===== config.mk =====
export PLATFORM = sky130hd
export DESIGN_NAME = task_sequencer
export DESIGN_NICKNAME = d
export VERILOG_FILES = /design/src/rtl/task_seq_pkg.sv /design/src/rtl/task_seq_frame_limiter.sv /design/src/rtl/task_sequencer.sv
export SDC_FILE = /design/constraint.sdc
export NUM_CORES = 1
export LEC_CHECK = 0
export BUFFER_PORTS_ARGS = -buffer_cell sky130_fd_sc_hd__buf_2
export CORE_ASPECT_RATIO = 0.75
export CORE_UTILIZATION = 30
export CTS_CLUSTER_DIAMETER = 120
export DETAILED_ROUTE_END_ITERATION = 7
export GPL_TIMING_DRIVEN = 0
export PLACE_DENSITY = 0.5
export SYNTH_ARGS = -nofsm -noshare
export SYNTH_HDL_FRONTEND = slang
export SYNTH_SLANG_ARGS = --single-unit

===== constraint.sdc =====
create_clock -name clock -period 3.2 [get_ports clock]
set_input_delay 0 -clock clock [delete_from_list [all_inputs] [get_ports clock]]
set_output_delay 0 -clock clock [all_outputs]
set_load 0.1 [all_outputs]

===== src/rtl/task_seq_pkg.sv =====
// Shared types and constants for the renderer stage sequencer.
// Holds the sequencer state encoding and default frame pacing values.
package task_seq_pkg;

    typedef enum logic [1:0] {
        IDLE,
        START,
        WAIT,
        FRAME_WAIT
    } seq_state_e;

    localparam int FRAME_CNT_W          = 16;
    localparam int DEFAULT_FRAME_CYCLES = 1700000;

endpackage


===== src/rtl/task_seq_frame_limiter.sv =====
// Loadable saturating down-counter that flags when it has drained to zero.
// Used for frame pacing; also meant for VGA pacing logic.
module frame_limiter
    import task_seq_pkg::*;
#(
    parameter int WIDTH = 21
) (
    input  logic             clock,
    input  logic             reset,
    input  logic             load,
    input  logic [WIDTH-1:0] load_value,
    output logic             zero
);

    logic [WIDTH-1:0] count_d;
    logic [WIDTH-1:0] count_q;

    // Next count: load wins, otherwise count down and hold at zero.
    always_comb begin
        count_d = count_q;
        if (load) begin
            count_d = load_value;
        end else if (count_q != '0) begin
            count_d = count_q - 1'b1;
        end
    end

    // Counter register.
    always_ff @(posedge clock or negedge reset) begin
        if (!reset) begin
            count_q <= '0;
        end else begin
            count_q <= count_d;
        end
    end

    assign zero = (count_q == '0);

endmodule


===== src/rtl/task_sequencer.sv =====
// Stage sequencer: runs init tasks once, then loops frame tasks forever.
// Optional per-task watchdog is built when TASK_TIMEOUT_EN is defined.
module task_sequencer
    import task_seq_pkg::*;
#(
    parameter int NUM_TASKS       = 4,
    parameter int FIRST_LOOP_TASK = 1,
    parameter int FRAME_CYCLES    = DEFAULT_FRAME_CYCLES,
    parameter int TIMEOUT_CYCLES  = 1048576,
    parameter int IDX_W           = $clog2(NUM_TASKS)
) (
    input  logic                   clock,
    input  logic                   reset,
    input  logic                   enable,
    input  logic [NUM_TASKS-1:0]   task_done,
    output logic [NUM_TASKS-1:0]   task_start,
    output logic [IDX_W-1:0]       active_task,
    output logic                   active_valid,
    output logic                   init_done,
    output logic                   frame_tick,
    output logic [FRAME_CNT_W-1:0] frame_count,
    output logic                   timeout_err
);

    localparam int LIM_LOAD = (FRAME_CYCLES > 1) ? FRAME_CYCLES - 1 : 0;
    localparam int LIM_W    = (LIM_LOAD > 1) ? $clog2(LIM_LOAD + 1) : 1;

    localparam logic [IDX_W-1:0] LAST_IDX = IDX_W'(NUM_TASKS - 1);
    localparam logic [IDX_W-1:0] LOOP_IDX = IDX_W'(FIRST_LOOP_TASK);

    seq_state_e             state_d, state_q;
    logic [IDX_W-1:0]       idx_d, idx_q;
    logic [NUM_TASKS-1:0]   task_start_d, task_start_q;
    logic                   active_valid_d, active_valid_q;
    logic                   init_done_d, init_done_q;
    logic                   frame_tick_d, frame_tick_q;
    logic [FRAME_CNT_W-1:0] frame_count_d, frame_count_q;
    logic                   timeout_err_d, timeout_err_q;
    logic                   lim_load;
    logic                   lim_zero;
    logic                   wd_expired;
    logic                   advance;

`ifdef TASK_TIMEOUT_EN
    localparam int WD_W = $clog2(TIMEOUT_CYCLES + 1);

    logic [WD_W-1:0] wd_d, wd_q;

    // Watchdog: zero outside WAIT, so it restarts on every WAIT entry.
    always_comb begin
        wd_d = '0;
        if (state_q == WAIT) begin
            wd_d = wd_q + 1'b1;
        end
    end

    // Watchdog register.
    always_ff @(posedge clock or negedge reset) begin
        if (!reset) begin
            wd_q <= '0;
        end else begin
            wd_q <= wd_d;
        end
    end

    assign wd_expired = (state_q == WAIT)
                     && (wd_q == WD_W'(TIMEOUT_CYCLES - 1));
`else
    // Without the watchdog a task may wait forever.
    assign wd_expired = (TIMEOUT_CYCLES < 0);
`endif

    assign advance = task_done[idx_q] || wd_expired;

    // Next state, task index and registered output values.
    always_comb begin
        state_d       = state_q;
        idx_d         = idx_q;
        frame_tick_d  = 1'b0;
        frame_count_d = frame_count_q;
        init_done_d   = init_done_q;
        timeout_err_d = timeout_err_q;
        case (state_q)
            IDLE: begin
                if (enable) begin
                    state_d = START;
                end
            end
            START: begin
                state_d = WAIT;
            end
            WAIT: begin
                if (advance) begin
                    if (!task_done[idx_q]) begin
                        timeout_err_d = 1'b1;
                    end
                    if (idx_q == LAST_IDX) begin
                        frame_tick_d  = 1'b1;
                        frame_count_d = frame_count_q + 1'b1;
                        idx_d         = LOOP_IDX;
                        state_d       = FRAME_WAIT;
                    end else begin
                        idx_d   = idx_q + 1'b1;
                        state_d = enable ? START : IDLE;
                    end
                end
            end
            FRAME_WAIT: begin
                if (lim_zero && enable) begin
                    state_d = START;
                end
            end
            default: begin
                state_d = IDLE;
            end
        endcase
        lim_load = (state_d == START) && (idx_d == LOOP_IDX);
        if (lim_load) begin
            init_done_d = 1'b1;
        end
        task_start_d = '0;
        if (state_d == START) begin
            task_start_d[idx_d] = 1'b1;
        end
        active_valid_d = (state_d == START) || (state_d == WAIT);
    end

    // Sequencer state and output registers.
    always_ff @(posedge clock or negedge reset) begin
        if (!reset) begin
            state_q        <= IDLE;
            idx_q          <= '0;
            task_start_q   <= '0;
            active_valid_q <= 1'b0;
            init_done_q    <= 1'b0;
            frame_tick_q   <= 1'b0;
            frame_count_q  <= '0;
            timeout_err_q  <= 1'b0;
        end else begin
            state_q        <= state_d;
            idx_q          <= idx_d;
            task_start_q   <= task_start_d;
            active_valid_q <= active_valid_d;
            init_done_q    <= init_done_d;
            frame_tick_q   <= frame_tick_d;
            frame_count_q  <= frame_count_d;
            timeout_err_q  <= timeout_err_d;
        end
    end

    frame_limiter #(
        .WIDTH(LIM_W)
    ) u_limiter (
        .clock     (clock),
        .reset     (reset),
        .load      (lim_load),
        .load_value(LIM_W'(LIM_LOAD)),
        .zero      (lim_zero)
    );

    assign task_start   = task_start_q;
    assign active_task  = idx_q;
    assign active_valid = active_valid_q;
    assign init_done    = init_done_q;
    assign frame_tick   = frame_tick_q;
    assign frame_count  = frame_count_q;
    assign timeout_err  = timeout_err_q;

endmodule


# After elaboration in Yosys (flattened, before gate mapping)
# Cells that the tools add are included.
[classes]
add_sub_neg = 3
n_lt_le_gt_ge = 3
eq_ne = 7
muxes = 19
reduce_logical = 9
[op_table]
columns = ["op", "count"]
rows = [
  ["$mux 21", 2],
  ["$logic_not 21->1", 1],
  ["$reduce_bool 21->1", 1],
  ["$sub 21x1->21 const B", 1],
  ["$add 16x1->16 const B", 1],
  ["$mux 2", 7],
  ["$eq 2x2->1 const B", 4],
  ["$pmux 2 s4", 1],
  ["$eq 2x1->1 const B", 3],
  ["$lt 2x3->1 const B", 2],
  ["$mux 1", 6],
  ["$mux 4", 1],
  ["$logic_and 1x1->1", 3],
  ["$reduce_and 3->1", 1],
  ["$add 2x1->2 const B", 1],
  ["$bmux 1 s2", 1],
  ["$demux 1 s2", 1],
  ["$ge 2x1->1 const B", 1],
  ["$logic_not 2->1", 1],
  ["$reduce_bool 2->1", 1],
  ["$logic_or 1x1->1", 1],
]
[word_totals]
ff_bits = 48
inputBits = 7
out_inout_bits = 26
elab_cells = 49

# Logic depth before layout (Yosys ltp)
[depth]
depth_word = 9
ltp_mapped = 12
ltp_nobuf = 12

# Hierarchy
# A second synthesis with hierarchy kept.
[unflattened]
hier_cells = 253
area_unflattened_um2 = 2646.3
[modules_own_cells]
columns = ["mod", "n_inst", "cells_per_inst", "area_per_inst_um2"]
rows = [
  ["task_sequencer", 1, 124, 1348.8],
  ["frame_limiter", 1, 129, 1297.5],
]

# Least setup slack after synthesis
# No wires, ideal clock.
[synth_timing]
kind = "register to register"
start = "register idx_q[0], in the netlist active_task[0]"
end = "register u_limiter.count_q[2]"
setup_time_ns = 0.146
t_arrival_ns = 3.041
slack_ns = 0.014
path_stages_with_launch = 11
path_buffers = 1
path_cell_list = "dfrtp_1 > mux4_2 > nand2b_1 > a21oi_1 > a41o_1 > ha_1 > nand2_1 > a211o_1 > o31a_1 > clkbuf_1 > o211ai_1"
[synth_between]
elab_chain_len = 7
word_cells_on_any_way = 15
classes_between = "1 x add/sub; 3 x eq/ne; 9 x mux; 2 x reduce/logical"
[synth_rtl]
columns = ["element", "line_no", "source"]
rows = [
  ["start, declared", "task_sequencer.sv:32", "logic [IDX_W-1:0] idx_d, idx_q;"],
  ["start signal, assigned", "task_sequencer.sv:141", "idx_q <= idx_d;"],
  ["$bmux 1 s2, or another cell as far along", "task_sequencer.sv:73", "assign advance = task_done[idx_q] || wd_expired;"],
  ["$mux 1 (implied by the code) or $mux 2 (tied branches)", "task_sequencer.sv:73, task_sequencer.sv:97", ""],
  ["$mux 2", "task_sequencer.sv:93", "if (advance) begin"],
  ["$pmux 2 s4 or $mux 2 (tied branches)", "task_sequencer.sv:83", "case (state_q)"],
  ["$eq 2x1->1", "task_sequencer.sv:117", "lim_load = (state_d == START) && (idx_d == LOOP_IDX);"],
  ["$logic_and 1x1->1 (*)", "task_sequencer.sv:117", ""],
  ["$mux 21 or $reduce_bool 2->1 (tied branches)", "n/a", ""],
  ["end signal, assigned", "task_seq_frame_limiter.sv:33", "count_q <= count_d;"],
  ["end, declared", "task_seq_frame_limiter.sv:16", "logic [WIDTH-1:0] count_q;"],
]
# Mark *: on every way between the ends. The rest lies on a longest branch, timed or not. The select of a mux whose other input is x is not followed.
# A chain may end at the register's enable or synchronous reset.

# Final worst setup path
[layout_timing]
start = "register idx_q[0], in the netlist active_task[0]"
end = "register u_limiter.count_q[11]"
[layout_between]
elab_chain_len = 7
word_cells_on_any_way = 15
classes_between = "1 x add/sub; 3 x eq/ne; 9 x mux; 2 x reduce/logical"
[layout_rtl]
columns = ["element", "line_no", "source"]
rows = [
  ["$bmux 1 s2, or another cell as far along", "task_sequencer.sv:73", ""],
  ["$mux 1 (implied by the code) or $mux 2 (tied branches)", "task_sequencer.sv:73, task_sequencer.sv:97", ""],
  ["$mux 2", "task_sequencer.sv:93", ""],
  ["$pmux 2 s4 or $mux 2 (tied branches)", "task_sequencer.sv:83", ""],
  ["$eq 2x1->1", "task_sequencer.sv:117", ""],
  ["$logic_and 1x1->1 (*)", "task_sequencer.sv:117", ""],
  ["net lim_load", "task_sequencer.sv:39", "logic lim_load;"],
  ["$mux 21 or $reduce_bool 2->1 (tied branches)", "n/a", ""],
]
# The timed path passes the listed nets; every way through them passes the cells marked *. The select of a mux whose other input is x is not followed.

==> results.yml <==
outcome:
  outcome: "finished, final reports clean"
die:
  dieArea_um2: 8540
  rows: 28
  coreArea_um2: 7920
  die_h_um: 80.3
  initial_utilization: 0.309
  ioPinCount: 33
  die_x_um: 106
sta:
  setup_slack_ps: 293
  setup_tns_ps: 0
  holdWs_ps: 326
  slew-limit-headroom: 0.284
  hold_viol: 0
  fmax_mhz: 344
  fin_crit_ps: 2910
  tightest_slew_ps: 1070
  setup_viol: 0
  fin_skew_ps: 11.6
  post-route-period-util: 0.908
  finalMaxSlewViolations: 0
  rsz0062_at_grt: "no"
clocking:
  numCtsBuffers: 5
  cts_setup_buffers: 0
  clock_sinks: 48
  cts.reportedPaths.clkPinSlew_ps: 90
  htree_levels: 2
  cts_tree: "yes"
  clock_latency_ps: 300
  cts_root_buffer: "clkbuf_8"
  clock_path_buffers: 2
global_route:
  grt_pass1_wl_um: 8780
  grt_antenna_before_repair: 0
  grt_pass1_vias: 1782
  grt_remaining_overflow: 0
  track_usage: 0.130
  grt_max_degree: 49
power_and_ir_drop:
  p_comb_frac: 0.434
  power.share.sequential: 0.394
  power.switching_uw: 1160
  powerDensity_nw_per_um2: 854
  ir_drop_mv: 0.671
  power.internal_uw: 1310
  switching_share: 0.470
  clockPowerShare: 0.172
  p_leak_uw: 0.00123
final_layout:
  drive_gt1_frac: 0.191
  n_antenna_cell: 0
  final_util: 0.365
  final_net_count: 292
  area_delta_synth_final_pct: 18.1
  fin_area_um2: 2890
critical_path:
  critPathCaptureType: "flip-flop"
  critPathMaxFanout: 9
  arrival_ps: 3130
  ff2ff_path_depth: 10
  crit_type: "reg -> reg"
  start_kind: "flip-flop"
  cp.required_ps: 3420
synth:
  yosysMostFrequentCell: "dfrtp_1"
  ys_seq_area_frac: 0.490
  postSynth.asyncResetShare: 1.00
  syn_avg_cell_area_um2: 10.3
  syn_nets: 252
  synth_seq_cells: 48
  synth-edff-count: 0
  synth_top_area_frac: 0.490
  netlist_instances: 239
  yosys_warnings: 0
  yosys.cell_types.count: 48
  synth_area_um2: 2450
  yosysTopAreaCell: "dfrtp_1"
  synth.top_cells.by_count: "dfrtp_1 (48), nand3_1 (16), nand2_1 (14)"
  ys_top_cells_by_area: "dfrtp_1 (49%), or4_1 (3.4%), nand3_1 (3.3%), xor2_1 (3.2%), ha_1 (3.1%)"
  synth_ff_type: "dfrtp_1"
drt:
  drt_iter0_drc: 123
  route.detailed.drc: 0
  ant_nets: 0
  viasPerCell: 5.14
  post_drt_wl_per_cell_um: 13.9
  vias: 1970
  dr.pass1.iters: 4
  routed_wl_um: 5330
placement:
  io_buffers: 31
  placed_area_um2: 2740
  gp_congestion: 0.750
  post-place-ws_ps: 41.3
  hpwlAfterDp_um: 3670
job:
  max_cap_viol_count: 0
hold_path:
  min_delay_path_depth: 4
  hold_class: "in -> reg"
-- state kept, by name (all words and copies together) (netlist names) --
register and flops:
frame_count 16, frame_tick 1, active_task 2, u_limiter.count_q 21, active_valid 1, init_done 1, task_start 4, state_q 2
-- cell usage in the layout (no fill, tap or decap), types with 2 or more instances in the layout --
cell / synthesis / layout
xnor2_1: 6 / 6
nor4_4: 0 / 2
nand3b_1: 2 / 2
o21ai_0: 11 / 11
o211ai_1: 3 / 3
dfrtp_1: 48 / 48
buf_6: 3 / 3
nand2b_1: 6 / 6
inv_1: 7 / 7
a21oi_1: 10 / 10
nand2_1: 14 / 14
nor2_1: 8 / 8
buf_2: 2 / 33
xor2_1: 9 / 9
buf_1: 2 / 2
o21a_1: 4 / 4
nor3_1: 5 / 5
or4_1: 11 / 11
o31ai_1: 9 / 9
ha_1: 6 / 6
clkbuf_1: 3 / 2
clkbuf_8: 0 / 5
or3_1: 4 / 4
dlygate4sd3_1: 0 / 2
o41ai_1: 4 / 4
nand4_1: 9 / 9
and4_1: 2 / 2
a21boi_0: 2 / 2
nor4_1: 12 / 10
nand3_1: 16 / 16
-- stage by stage --
stage,cells,total power (µW)
2_1_floorplan,239,1810
4_1_cts,383,2460
3_5_place_dp,375,2030
5_1_grt,383,2650
6_report,383,2470
3_3_place_gp,375,2020
-- power by group through the flow --
stage | Combinational (µW) | Clock, µW | Sequential [µW]
2_1_floorplan | 499 | 0 | 1310
3_3_place_gp | 1060 | 0 | 964
3_5_place_dp | 1070 | 0 | 963
4_1_cts | 1070 | 439 | 952
5_1_grt | 1180 | 462 | 1010
6_report | 1070 | 425 | 973
-- cell families after synthesis --
| group | after synthesis | share of synthesized area |
|---|---|---|
| compound gates | 50 | 0.136 |
| xor+xnor | 15 | 0.0536 |
| fa+ha+maj | 6 | 0.0306 |
| buf+inv | 19 | 0.0409 |
| flops | 48 | 0.490 |
| mux | 1 | 0.00919 |
| other cells | 1 | 0.00153 |
| simple gates | 99 | 0.237 |
-- worst max-delay path, stage by stage, from the launching register on --
cell,delay [ps]
dfrtp_1,520
mux4_2,620
nand2b_1,100
a21oi_1,80
a41o_1,210
ha_1,240
nand2_1,90
a211o_1,110
o31a_1,280
clkinv_1,350
a21oi_1,230
-- worst paths after layout --
path	startpoint	end	slack (ps)
hold / removal	task_done[1]	init_done	330
setup reg to reg	active_task[0]	u_limiter.count_q[11]	290
hold reg to reg	frame_count[15]	frame_count[15]	470
setup / recovery	active_task[0]	u_limiter.count_q[11]	290
min in group asynchronous	reset	frame_count[12]	430
max in group asynchronous	reset	u_limiter.count_q[4]	2100
-- metal layers --
| metal | global-route usage | vias up | part of all wire |
|---|---|---|---|
| li1 | - | 979 | - |
| met1 | 0.196 | 948 | 0.53 |
| met2 | 0.188 | 38 | 0.42 |
| met3 | 0.0244 | 5 | 0.040 |
| met4 | 0.0361 | 0 | 0.0086 |
| met5 | 0 | - | 0 |
-- final cells by class --
cell class                 count  area (µm²)
buffer                        11        71.3
tap                          105         131
clock inverter                 1        30.0
fill                         841        5020
clock buffer                   5        68.8
timing repair buffer          33         175
sequential                    48        1200
multi-input combinational    172        1180
inverter                       8        30.0
-- timing repair --
| action | CTS | global route |
|---|---|---|
| resized for setup | 0 | 7 |
| setup endpoints to repair | 0 | 22 |
| hold buffers | 2 | 0 |
| hold endpoints to repair | 49 | 0 |
(Power assumes the default switching activity.)
